[config.mk]
export PLATFORM = sky130hd
export DESIGN_NAME = mem_access_unit
export DESIGN_NICKNAME = d
export VERILOG_FILES = /design/src/rtl/mem_access_unit.sv
export SDC_FILE = /design/constraint.sdc
export NUM_CORES = 1
export LEC_CHECK = 0
export ABC_AREA = 1
export CELL_PAD_IN_SITES_DETAIL_PLACEMENT = 0
export CELL_PAD_IN_SITES_GLOBAL_PLACEMENT = 1
export CORE_ASPECT_RATIO = 1.5
export CORE_MARGIN = 4
export CORE_UTILIZATION = 31
export CTS_BUF_LIST = sky130_fd_sc_hd__clkbuf_2
export DETAILED_ROUTE_END_ITERATION = 8
export GPL_TIMING_DRIVEN = 1
export PLACE_DENSITY_LB_ADDON = 0.1
export SETUP_SLACK_MARGIN = 0.5
export SLEW_MARGIN = 10
export SYNTH_ARGS = -nofsm -noshare
export SYNTH_HDL_FRONTEND = slang
export SYNTH_SLANG_ARGS = --single-unit
[constraint.sdc]
create_clock -name clk -period 6.8 [get_ports clk]
set_input_delay 2.04 -clock clk [delete_from_list [all_inputs] [get_ports clk]]
set_output_delay 2.04 -clock clk [all_outputs]
set_load 0.03 [all_outputs]
[src/rtl/mem_access_unit.sv]
// mem_access_unit: MEM-stage load/store unit with sub-word read-modify-write and load extension.
// Define MEM_ACCESS_STATS_EN to add saturating load/store/error counters.
module mem_access_unit #(
    parameter int ADDR_W      = 10,
    parameter bit RANGE_CHECK = 1'b1
) (
    input  logic              clk,
    input  logic              rst,
    input  logic              req_valid,
    input  logic              req_we,
    input  logic [1:0]        req_size,
    input  logic              req_signed,
    input  logic [31:0]       req_addr,
    input  logic [31:0]       req_wdata,
    input  logic [31:0]       dm_rdata,
    output logic [ADDR_W-1:0] dm_addr,
    output logic              dm_we,
    output logic [31:0]       dm_wdata,
    output logic [31:0]       load_data,
    output logic              stall,
`ifdef MEM_ACCESS_STATS_EN
    output logic [15:0]       load_cnt,
    output logic [15:0]       store_cnt,
    output logic [15:0]       err_cnt,
`endif
    output logic              addr_err
);
    typedef enum logic {IDLE, MERGE} state_t;
    state_t state_q, state_d;
    logic [31:0] merge_q, merge_d;
    logic [ADDR_W-1:0] word_q, word_d;
    logic [ADDR_W-1:0] word_idx;
    logic [1:0] lane;
    logic is_word, is_half, misaligned, out_of_range, err, in_idle;
    logic load_acc, word_store, sub_store;
    logic [7:0] sel_b;
    logic [15:0] sel_h;
    logic [31:0] ext, merged;

    assign word_idx     = req_addr[ADDR_W+1:2];
    assign lane         = req_addr[1:0];
    assign is_word      = req_size[1];
    assign is_half      = req_size == 2'b01;
    assign misaligned   = (is_half & req_addr[0]) | (is_word & |req_addr[1:0]);
    assign out_of_range = RANGE_CHECK && ((req_addr >> (ADDR_W + 2)) != 32'd0);
    assign err          = req_valid & (misaligned | out_of_range);
    assign in_idle      = state_q == IDLE;
    assign load_acc     = in_idle & req_valid & ~req_we & ~err;
    assign word_store   = in_idle & req_valid & req_we & is_word & ~err;
    assign sub_store    = in_idle & req_valid & req_we & ~is_word & ~err;
    assign sel_b        = dm_rdata[{lane, 3'b000} +: 8];
    assign sel_h        = req_addr[1] ? dm_rdata[31:16] : dm_rdata[15:0];
    assign ext          = is_word ? dm_rdata
                        : is_half ? {{16{req_signed & sel_h[15]}}, sel_h}
                        : {{24{req_signed & sel_b[7]}}, sel_b};

    always_comb begin
        merged = dm_rdata;
        if (is_half)
            merged[{req_addr[1], 4'b0000} +: 16] = req_wdata[15:0];
        else
            merged[{lane, 3'b000} +: 8] = req_wdata[7:0];
    end

    // MERGE replays the word captured in IDLE; the inputs are ignored there.
    always_comb begin
        state_d   = state_q;
        merge_d   = merge_q;
        word_d    = word_q;
        dm_addr   = in_idle ? word_idx : word_q;
        dm_we     = in_idle ? word_store : 1'b1;
        dm_wdata  = in_idle ? req_wdata : merge_q;
        stall     = sub_store;
        addr_err  = in_idle & err;
        load_data = load_acc ? ext : 32'd0;
        if (sub_store) begin
            state_d = MERGE;
            merge_d = merged;
            word_d  = word_idx;
        end
        if (!in_idle)
            state_d = IDLE;
        if (rst) begin
            dm_we     = 1'b0;
            stall     = 1'b0;
            addr_err  = 1'b0;
            load_data = 32'd0;
        end
    end

    always_ff @(posedge clk or posedge rst) begin
        if (rst) begin
            state_q <= IDLE;
            merge_q <= '0;
            word_q  <= '0;
        end else begin
            state_q <= state_d;
            merge_q <= merge_d;
            word_q  <= word_d;
        end
    end

`ifdef MEM_ACCESS_STATS_EN
    logic [15:0] load_cnt_q, load_cnt_d, store_cnt_q, store_cnt_d, err_cnt_q, err_cnt_d;

    always_comb begin
        load_cnt_d  = load_cnt_q + 16'(load_acc && load_cnt_q != 16'hFFFF);
        store_cnt_d = store_cnt_q + 16'((word_store || !in_idle) && store_cnt_q != 16'hFFFF);
        err_cnt_d   = err_cnt_q + 16'(addr_err && err_cnt_q != 16'hFFFF);
    end

    always_ff @(posedge clk or posedge rst) begin
        if (rst) begin
            load_cnt_q  <= '0;
            store_cnt_q <= '0;
            err_cnt_q   <= '0;
        end else begin
            load_cnt_q  <= load_cnt_d;
            store_cnt_q <= store_cnt_d;
            err_cnt_q   <= err_cnt_d;
        end
    end

    assign load_cnt  = load_cnt_q;
    assign store_cnt = store_cnt_q;
    assign err_cnt   = err_cnt_q;
`endif
endmodule

==> impl_metrics.env, run 1 <==
export IMPL_outcome="finished, final reports clean"
export IMPL_cts_buffer_depth=2
export IMPL_power_leakage_nw=2.98
export IMPL_detailedRoute_firstIterationViolations=255
export IMPL_start_util_pct=31.9
export IMPL_syn_inst=727
export IMPL_mappedNetlistNets=835
export IMPL_period_needed_ps=6090
export IMPL_vdd_ir_drop_max_mv=0.0604
export IMPL_timing_max_slew_rel_slack_pct=36.3
export IMPL_final_max_slew_violation_count=0
export IMPL_synth_fa_ha_area_share_pct=1.51
export IMPL_synthesized_area_fraction_occupied_by_ao_oa_aoi_and_oai_cells_pct=22.6
export IMPL_routedWlPerCell_um=16.0
export IMPL_layout_cells_non_filler=1038
export IMPL_synth_distinct_cells=26
export IMPL_drcViolationCount=0
export IMPL_yosys_mux_area_fraction_pct=0
export IMPL_placeableCoreArea_mm2=0.0130
export IMPL_grt_pass1_wl_mm=25.7
export IMPL_synth_seq_cells=43
export IMPL_grt_antenna_before_repair=1
export IMPL_setup_worst_path_class="in2out"
export IMPL_clock_latency_ps=420
export IMPL_ys_warn_count=0
export IMPL_track_usage_pct=21.2
export IMPL_crit_arrival_ps=4050
export IMPL_htree_num_levels=2
export IMPL_grt_max_degree=61
export IMPL_crit_path_start_kind="input pin"
export IMPL_detail_route_wirelength_mm=16.6
export IMPL_drt_antenna_violating_nets=0
export IMPL_regArea_mm2=0.00108
export IMPL_drt_pass1_iterations=5
export IMPL_filler_cell_count=1428
export IMPL_dp_hpwl_mm=13.2
export IMPL_avgViaCountPerCell=4.95
export IMPL_report_final_hold_viol_count=0
export IMPL_largest_family_of_logic_cells_by_synthesized_area="simple AND/OR/NAND/NOR gates"
export IMPL_clock_skew_ps=14.2
export IMPL_rsz0062_at_grt="false"
export IMPL_max_cap_violations=0
export IMPL_syn2layout_area_growth_pct=46.8
export IMPL_chipHeight_um=150
export IMPL_route_vias_total=5141
export IMPL_layout_commonest_cell="nand2_1"
export IMPL_clkSlewWorstSetupHoldPaths_ps=200
export IMPL_syn_area_mm2=0.00415
export IMPL_io_pins=180
export IMPL_gpl_final_weighted_congestion=0.835
export IMPL_top_signal_layer_used="met4"
export IMPL_final_setup_viol_count=0
export IMPL_synth_sequential_area_ratio_pct=26.0
export IMPL_met2_length_mm=8.31
export IMPL_synth_area_per_cell_um2=5.70
export IMPL_dp_cells=1029
export IMPL_crit_path_max_fanout=34
export IMPL_placement_rows=51
export IMPL_worst_setup_startpoint="req_size[1]"
export IMPL_wl_met3_um=942
export IMPL_max_slew_worst_pin_slew_ps=956
export IMPL_timing_hold_worst_class="reg2reg"
export IMPL_cts_root_buffer_cell="clkbuf_2"
export IMPL_max_clock_freq_mhz=164
export IMPL_critical_path_required_ps=4760
export IMPL_number_of_global_route_vias_before_repair=4984
export IMPL_floorplan_die_area_mm2=0.0153
export IMPL_reg2reg_start="state_q$_DFF_PP0_"
export IMPL_grt_overflow=0
export IMPL_clock_sinks=43
export IMPL_met1Wirelength_mm=7.01
export IMPL_cts_buffers_inserted=5
export IMPL_multiInputGateArea_mm2=0.00261
export IMPL_min_from="merge_q[8]$_DFFE_PP0N_"
export IMPL_worst_setup_path_end_kind="primary output"
export IMPL_synth_simple_gate_area_share_pct=38.2
export IMPL_highest_count_cells_in_the_layout_ignoring_fill_and_taps="nand2_1 (221), clkdlybuf4s50_1 (143), o21ai_0 (97)"
export IMPL_port_bufs=179
export IMPL_chipWidth_um=102
export IMPL_power_per_cell_area_mw_per_mm2=128
export IMPL_tritoncts="yes"
export IMPL_synth_xor_area_share_pct=0
export IMPL_layout_nets=985
export IMPL_totalNegativeSetupSlack_ps=0
export IMPL_min_period_over_period_pct=89.6
export IMPL_share_of_post_route_cells_with_drive_strength_above_1_pct=8.43
-- Yosys cell counts, drive strengths merged --
library cell	n	area share [%]
dfrtp	43	26
nor3	10	1.2
nand4	9	1.4
inv	62	5.6
nand3	46	5.7
ha	5	1.5
clkbuf	23	2.1
o21ai	108	13
o211ai	6	1.1
nand2	227	21
a31oi	1	0.15
nor2	95	8.9
o22ai	6	0.91
a21oi	61	7.5
buf	25	4.0
-- stage by stage --
step	hold WS (ps)	total power [mW]	area (um^2)	utilization [%]	setup slack [ps]
CTS	502	0.783	6040	46.4	461
global route	529	0.834	6090	46.8	521
detailed placement	458	0.673	6000	46.1	240
floorplan	442	0.520	4150	-	545
global placement	453	0.669	6000	46.1	329
finish	500	0.778	6090	46.8	708
-- per-layer routing --
metal | global-route usage, % | vias up
li1 | - | 2663
met1 | 26.6 | 2262
met2 | 38.0 | 195
met3 | 1.63 | 21
met4 | 6.76 | 0
met5 | 0 | -
-- worst paths after layout --
check | end | slack (ps) | cells after the start
worst max-delay path | load_data[12] | 710 | 12
worst min-delay path | merge_q[8]$_DFFE_PP0N_ | 500 | 2
worst max register to register | merge_q[27]$_DFFE_PP0N_ | 3900 | 6
worst min register to register | merge_q[8]$_DFFE_PP0N_ | 500 | 2
max in group asynchronous | state_q$_DFF_PP0_ | 4270 | 3
min in group asynchronous | merge_q[11]$_DFFE_PP0N_ | 2140 | 3
-- final cells by class --
class                           count  area share, %
Multi-Input combinational cell    574           42.9
Timing Repair Buffer              191           31.5
Sequential cell                    43           17.7
Inverter                           62           3.86
Tap cell                          159           3.27
Clock buffer                        6          0.493
Clock inverter                      2          0.206
Antenna cell                        1         0.0411
-- cells by family (layout without fill, tap and decap cells) --
family,after synthesis,in the layout
AOI/OAI and AO/OA,182,182
adders and majority gates,5,5
buffers and inverters,110,261
DFF,43,43
other,0,1
and+or+nand+nor,387,387
-- report_power, final --
group          leakage (nW)  switching [mW]  total (mW)  internal (mW)
Clock                0.0290          0.0841       0.110         0.0262
Combinational          2.40           0.191       0.332          0.142
Sequential            0.547          0.0308       0.336          0.305
-- sequential cells by signal (all words and copies together) (netlist names) --
| signal | count |
|---|---|
| merge_q | 32 |
| state_q | 1 |
| word_q | 10 |
-- timing repair --
| item | CTS | global route |
|---|---|---|
| setup endpoints to repair | 32 | 34 |
| gates resized for setup | 3 | 12 |
| setup buffers | 0 | 0 |
| hold buffers | 0 | 0 |
-- critical path, stage by stage --
cell             delay [ps]
clkdlybuf4s50_1         440
inv_2                   140
nand2_2                  90
buf_6                   190
nand2_2                 130
inv_2                   120
nand2_1                 100
nand2_1                  80
o21ai_0                 190
nand2_2                 170
nor2_1                  210
buf_12                  150
Power figures use the tool's default switching activity.
==> inputs of run 2 (changes only) <==
==> constraint.sdc (replaced) <==
create_clock -name clk -period 7.4 [get_ports clk]
set_input_delay 2.22 -clock clk [delete_from_list [all_inputs] [get_ports clk]]
set_output_delay 2.22 -clock clk [all_outputs]
set_load 0.03 [all_outputs]
==> impl_metrics.env, run 2 (same netlist as run 1, synthesis figures left out) <==
export IMPL_port_bufs=179
export IMPL_timing_hold_ws_ps=494
export IMPL_detailedRoute_firstIterationViolations=237
export IMPL_cts_resized_gates=0
export IMPL_top_signal_layer_used="met4"
export IMPL_start_util_pct=31.9
export IMPL_crit_path_max_fanout=6
export IMPL_crit_arrival_ps=4460
export IMPL_swShare_pct=35.3
export IMPL_chipHeight_um=150
export IMPL_clock_sinks=43
export IMPL_floorplan_die_area_mm2=0.0153
export IMPL_worst_slack_ps=722
export IMPL_dp_hpwl_mm=13.1
export IMPL_max_slew_worst_pin_slew_ps=919
export IMPL_clock_skew_ps=20.0
export IMPL_postLayoutCellArea_mm2=0.00609
export IMPL_max_cap_violations=0
export IMPL_htree_num_levels=2
export IMPL_routedWlPerCell_um=15.5
export IMPL_cts_buffer_depth=2
export IMPL_drcViolationCount=0
export IMPL_grt_overflow=0
export IMPL_chipWidth_um=102
export IMPL_tritoncts="yes"
export IMPL_outcome="finished, final reports clean"
export IMPL_met2_length_mm=8.22
export IMPL_setup_worst_path_class="in2out"
export IMPL_grt_pass1_wl_mm=25.5
export IMPL_place_ws_ps=594
export IMPL_report_final_hold_viol_count=0
export IMPL_avgViaCountPerCell=4.95
export IMPL_hold_buffers=0
export IMPL_cts_root_buffer_cell="clkbuf_2"
export IMPL_layout_nets=985
export IMPL_drt_pass1_iterations=7
export IMPL_placement_rows=51
export IMPL_io_pins=180
export IMPL_totalNegativeSetupSlack_ps=0
export IMPL_syn2layout_area_growth_pct=46.9
export IMPL_min_from="merge_q[7]$_DFFE_PP0N_"
export IMPL_drt_antenna_violating_nets=0
export IMPL_route_vias_total=5136
export IMPL_clock_latency_ps=400
export IMPL_filler_cell_count=1451
export IMPL_power_net_switching_mw=0.273
export IMPL_reg_top3="merge_q x32, word_q x10, state_q x1"
export IMPL_share_of_post_route_cells_with_drive_strength_above_1_pct=7.86
export IMPL_reg2reg_start="state_q$_DFF_PP0_"
export IMPL_clkSlewWorstSetupHoldPaths_ps=190
export IMPL_layout_core_utilization_pct=46.8
export IMPL_crit_path_start_kind="input pin"
export IMPL_grt_max_degree=61
export IMPL_worst_setup_startpoint="req_addr[0]"
export IMPL_placeableCoreArea_mm2=0.0130
export IMPL_largest_register_ff_count=32
export IMPL_power_frac_clock_pct=21.2
export IMPL_power_combinational_fraction_pct=38.9
export IMPL_timing_max_slew_rel_slack_pct=38.7
export IMPL_layout_commonest_cell="nand2_1"
export IMPL_rsz0062_at_grt="false"
export IMPL_cts_buffers_inserted=5
export IMPL_wl_met3_mm=1.02
export IMPL_grt_antenna_before_repair=1
export IMPL_final_setup_viol_count=0
export IMPL_max_clock_freq_mhz=150
export IMPL_final_max_slew_violation_count=0
export IMPL_track_usage_pct=21.0
export IMPL_p_seq_share_pct=39.9
export IMPL_power_leakage_nw=2.99
export IMPL_cts_repair_timing_setup_buffer_count=0
export IMPL_highest_count_cells_in_the_layout_ignoring_fill_and_taps="nand2_1 (222), clkdlybuf4s50_1 (144), o21ai_0 (97)"
export IMPL_worst_setup_path_end_kind="primary output"
export IMPL_detail_route_wirelength_mm=16.1
export IMPL_vdd_ir_drop_max_mv=0.0720
export IMPL_power_per_cell_area_mw_per_mm2=127
export IMPL_met1Wirelength_mm=6.67
export IMPL_period_needed_ps=6680
export IMPL_min_period_over_period_pct=90.2
export IMPL_timing_hold_worst_class="reg2reg"
export IMPL_number_of_global_route_vias_before_repair=4973
export IMPL_internal_power_mw=0.502
export IMPL_critical_path_required_ps=5180
export IMPL_post_dp_cell_area_mm2=0.00600
export IMPL_reg_with_most_ffs="merge_q"
export IMPL_gpl_final_weighted_congestion=0.825
==> run 2: cell count changes in the layout (fill, tap and decap cells not counted), sizes merged <==
cell           change
clkinv             -1
bufinv             +2
clkdlybuf4s50      +1
dlygate4sd2        -1
clkinvlp           -1
==> run 2: worst max-delay path, cell delays in order <==
cell,delay (ps)
clkdlybuf4s50_1,600
inv_1,100
ha_1,220
o21ai_0,190
nor2_1,80
nand3_2,150
nand2_4,60
nor3_1,140
clkdlybuf4s50_1,700
==> run 2: final timing paths <==
kind / slack (ps) / end / cells after the start
worst max-delay path: 720 / addr_err / 9
worst min-delay path: 490 / merge_q[7]$_DFFE_PP0N_ / 2
worst max register to register: 4340 / merge_q[28]$_DFFE_PP0N_ / 6
worst min register to register: 490 / merge_q[7]$_DFFE_PP0N_ / 2
max in group asynchronous: 4700 / merge_q[16]$_DFFE_PP0N_ / 3
min in group asynchronous: 2310 / merge_q[11]$_DFFE_PP0N_ / 3
==> run 2: through the flow <==
step | std cells | total power [mW]
detailed placement | 1029 | 0.617
CTS | 1037 | 0.783
global route | 1038 | 0.830
floorplan | 727 | 0.478
finish | 1038 | 0.775
global placement | 1029 | 0.613
==> run 2: area by class of cell <==
type / count / area [um^2] / area share [%]
timing repair buffer: 191 / 1900 / 31.2
sequential: 43 / 1080 / 17.7
multi-input combinational: 574 / 2590 / 42.5
tap: 159 / 199 / 3.27
clock inverter: 2 / 60.1 / 0.986
clock buffer: 6 / 30.0 / 0.493
inverter: 62 / 233 / 3.82
antenna: 1 / 2.50 / 0.0411
==> run 2: layer usage <==
metal,vias to the layer above,global-route usage (%)
met4,0,4.66
li1,2663,-
met2,186,38.2
met1,2274,26.3
met3,13,2.33
met5,-,0
==> run 2: power by group through the flow <==
stage / registers (mW) / logic, mW / clock network (mW)
after global routing: 0.315 / 0.338 / 0.178
final: 0.309 / 0.302 / 0.164
after CTS: 0.310 / 0.304 / 0.170
after global placement: 0.313 / 0.301 / 0
after detailed placement: 0.314 / 0.304 / 0
after floorplan: 0.303 / 0.176 / 0
==> inputs of run 3 (changes only) <==
--- a/config.mk
+++ b/config.mk
@@ -5,14 +5,15 @@
 export SDC_FILE = /design/constraint.sdc
 export NUM_CORES = 1
 export LEC_CHECK = 0
-export ABC_AREA = 1
+export ABC_AREA = 0
 export CELL_PAD_IN_SITES_DETAIL_PLACEMENT = 0
 export CELL_PAD_IN_SITES_GLOBAL_PLACEMENT = 1
 export CORE_ASPECT_RATIO = 1.5
 export CORE_MARGIN = 4
-export CORE_UTILIZATION = 31
+export CORE_UTILIZATION = 33
 export CTS_BUF_LIST = sky130_fd_sc_hd__clkbuf_2
 export DETAILED_ROUTE_END_ITERATION = 8
+export GPL_ROUTABILITY_DRIVEN = 0
 export GPL_TIMING_DRIVEN = 1
 export PLACE_DENSITY_LB_ADDON = 0.1
 export SETUP_SLACK_MARGIN = 0.5
==> impl_metrics.env, run 3 <==
export IMPL_outcome="finished, final reports clean"
export IMPL_power_frac_clock_pct=24.7
export IMPL_reg_top3="merge_q x32, word_q x10, state_q x1"
export IMPL_synth_sequential_area_ratio_pct=29.6
export IMPL_postLayoutCellArea_mm2=0.00567
export IMPL_clock_latency_ps=460
export IMPL_critical_path_required_ps=5180
export IMPL_n_antenna_cell=0
export IMPL_grt_max_degree=46
export IMPL_htree_num_levels=2
export IMPL_timing_hold_ws_ps=513
export IMPL_max_clock_freq_mhz=147
export IMPL_syn2layout_area_growth_pct=55.9
export IMPL_synth_area_per_cell_um2=9.91
export IMPL_synth_distinct_cells=46
export IMPL_internal_power_mw=0.403
export IMPL_detail_route_wirelength_mm=14.1
export IMPL_timing_max_slew_rel_slack_pct=32.1
export IMPL_most_instantiated_cells_after_synthesis="mux2_2 (82), dfrtp_1 (43), a21oi_1 (38)"
export IMPL_chipWidth_um=93.7
export IMPL_power_mw=0.598
export IMPL_grt_pass1_wl_mm=21.6
export IMPL_timing_hold_worst_class="reg2reg"
export IMPL_main_area_contributors_after_synthesis="dfrtp_1 (30%), mux2_2 (25%), mux2i_1 (6.9%)"
export IMPL_synthDominantCellAreaShare_pct=29.6
export IMPL_dp_hpwl_mm=10.8
export IMPL_power_net_switching_mw=0.195
export IMPL_p_seq_share_pct=39.4
export IMPL_worst_setup_path_end_kind="primary output"
export IMPL_synth_most_common_cell="mux2_2"
export IMPL_io_pins=180
export IMPL_clkSlewWorstSetupHoldPaths_ps=210
export IMPL_floorplan_die_area_mm2=0.0128
export IMPL_critical_path_most_common_cell="clkdlybuf4s50_1"
export IMPL_highest_count_cells_in_the_layout_ignoring_fill_and_taps="clkdlybuf4s50_1 (146), mux2_2 (82), dfrtp_1 (42)"
export IMPL_setup_worst_path_class="in2out"
export IMPL_ys_warn_count=0
export IMPL_placeableCoreArea_mm2=0.0107
export IMPL_share_of_post_route_cells_with_drive_strength_above_1_pct=27.8
export IMPL_min_period_over_period_pct=91.6
export IMPL_cts_buffer_depth=2
export IMPL_library_cell_with_the_largest_summed_area_after_synthesis="dfrtp_1"
export IMPL_syn_area_mm2=0.00364
export IMPL_period_needed_ps=6780
export IMPL_cp_slowest_stage_delay_ps=670
export IMPL_clock_skew_ps=38.8
export IMPL_swShare_pct=32.6
export IMPL_drcViolationCount=0
export IMPL_reg_with_most_ffs="merge_q"
export IMPL_start_util_pct=34.0
export IMPL_synth_seq_cells=43
export IMPL_syn_inst=367
export IMPL_final_max_slew_violation_count=0
export IMPL_grt_antenna_before_repair=0
export IMPL_cts_root_buffer_cell="clkbuf_2"
export IMPL_grt_overflow=0
export IMPL_cts_repair_timing_setup_buffer_count=0
export IMPL_synth_async_reset_ratio_pct=100
export IMPL_max_slew_worst_pin_slew_ps=1020
export IMPL_clock_sinks=43
export IMPL_totalNegativeSetupSlack_ps=0
export IMPL_post_dp_cell_area_mm2=0.00559
export IMPL_number_of_global_route_vias_before_repair=3921
export IMPL_track_usage_pct=21.9
export IMPL_detailedRoute_firstIterationViolations=114
export IMPL_number_of_synthesized_flops_with_an_enable_pin=0
export IMPL_routedWlPerCell_um=20.7
export IMPL_cts_buffers_inserted=5
export IMPL_max_cap_violations=0
export IMPL_placement_rows=46
export IMPL_vdd_ir_drop_max_mv=0.0898
export IMPL_power_per_cell_area_mw_per_mm2=105
export IMPL_chipHeight_um=137
export IMPL_layout_commonest_cell="clkdlybuf4s50_1"
export IMPL_port_bufs=179
export IMPL_final_setup_viol_count=0
export IMPL_crit_arrival_ps=4560
export IMPL_layout_cells_non_filler=684
export IMPL_avgViaCountPerCell=5.46
export IMPL_rsz0062_at_grt="true"
export IMPL_power_leakage_nw=2.42
export IMPL_tritoncts="yes"
export IMPL_dp_cells=676
export IMPL_cell_by_cell_trace_of_the_critical_path="clkdlybuf4s50_1 -> or4_1 -> nor2_2 -> and4_1 -> and2_1 -> clkdlybuf4s50_1"
export IMPL_synthFlopType="dfrtp_1"
export IMPL_drt_pass1_iterations=4
export IMPL_route_vias_total=3732
export IMPL_timing_critical_path_slowest_stage_cell="clkdlybuf4s50_1"
export IMPL_crit_path_start_kind="input pin"
export IMPL_report_final_hold_viol_count=0
export IMPL_largest_register_ff_count=32
export IMPL_crit_path_max_fanout=5
export IMPL_layout_nets=647
export IMPL_drt_antenna_violating_nets=0
export IMPL_power_combinational_fraction_pct=35.9
export IMPL_mappedNetlistNets=475
-- run 3: changes by cell type in the layout (fill, tap and decap cells not counted), moves of 16 or more --
cell and delta:
a21oi_1 -22, a221oi_1 +16, a22o_1 +16, inv_1 -53, mux2_2 +82, mux2i_1 +25, nand2_1 -193, nand3_1 -37
nor2_1 -82, o21ai_0 -92
-- run 3: path summary, 6_finish.rpt --
kind	start	end	slack, ps	cells after the start
setup / recovery	req_addr[15]	stall	620	6
hold / removal	word_q[2]$_DFFE_PP0N_	word_q[2]$_DFFE_PP0N_	510	1
setup reg to reg	state_q$_DFF_PP0_	merge_q[18]$_DFFE_PP0N_	4730	5
hold reg to reg	word_q[2]$_DFFE_PP0N_	word_q[2]$_DFFE_PP0N_	510	1
max in group asynchronous	rst	merge_q[1]$_DFFE_PP0N_	4600	3
min in group asynchronous	rst	state_q$_DFF_PP0_	2320	3
-- run 3: power by group through the flow --
stage / combinational [mW] / sequential (mW) / clock, mW
after floorplan: 0.101 / 0.239 / 0
after global placement: 0.214 / 0.239 / 0
after detailed placement: 0.215 / 0.239 / 0
after CTS: 0.216 / 0.236 / 0.153
after global routing: 0.230 / 0.236 / 0.160
final: 0.215 / 0.236 / 0.148
-- run 3: stage by stage --
stage	worst slack, ps	utilization [%]
3_5_place_dp	562	52.2
2_1_floorplan	235	-
4_1_cts	544	52.9
6_report	618	53.0
3_3_place_gp	616	52.2
5_1_grt	487	53.0
-- run 3: layer usage --
metal	track usage (%)	vias to the layer above	wire length [um]	part of all wire [%]
met5	0	-	0	0
met4	6.51	0	282	2.0
met3	5.50	14	1120	7.9
met2	40.8	160	7570	54
met1	24.0	1792	5170	37
li1	-	1766	-	-
-- run 3: logic make-up after synthesis --
logic type	after synthesis	synth area share, %
adder cells (fa/ha/maj)	5	1.72
multiplexers	109	32.9
AO/OA/AOI/OAI	99	19.4
flip-flops	43	29.6
buffers and inverters	34	4.61
AND/OR/NAND/NOR	77	11.8
-- run 3: layout make-up --
type / count / area [um^2]
fill: 1063 / 5040
multi-input combinational: 290 / 2410
timing repair buffer: 193 / 1910
sequential: 43 / 1080
tap: 144 / 180
clock buffer: 7 / 35.0
clock inverter: 1 / 30.0
inverter: 6 / 22.5
-- run 3: worst max-delay path, delay by kind of cell --
family        cells  cell delay [ps]
buf+inv           2             1090
simple gates      4             1240
-- run 3: repair_timing --
item                                    in CTS  in global routing
hold buffers                                 0                  0
endpoints found under the setup margin       0                  8
resized for setup                            0                  3
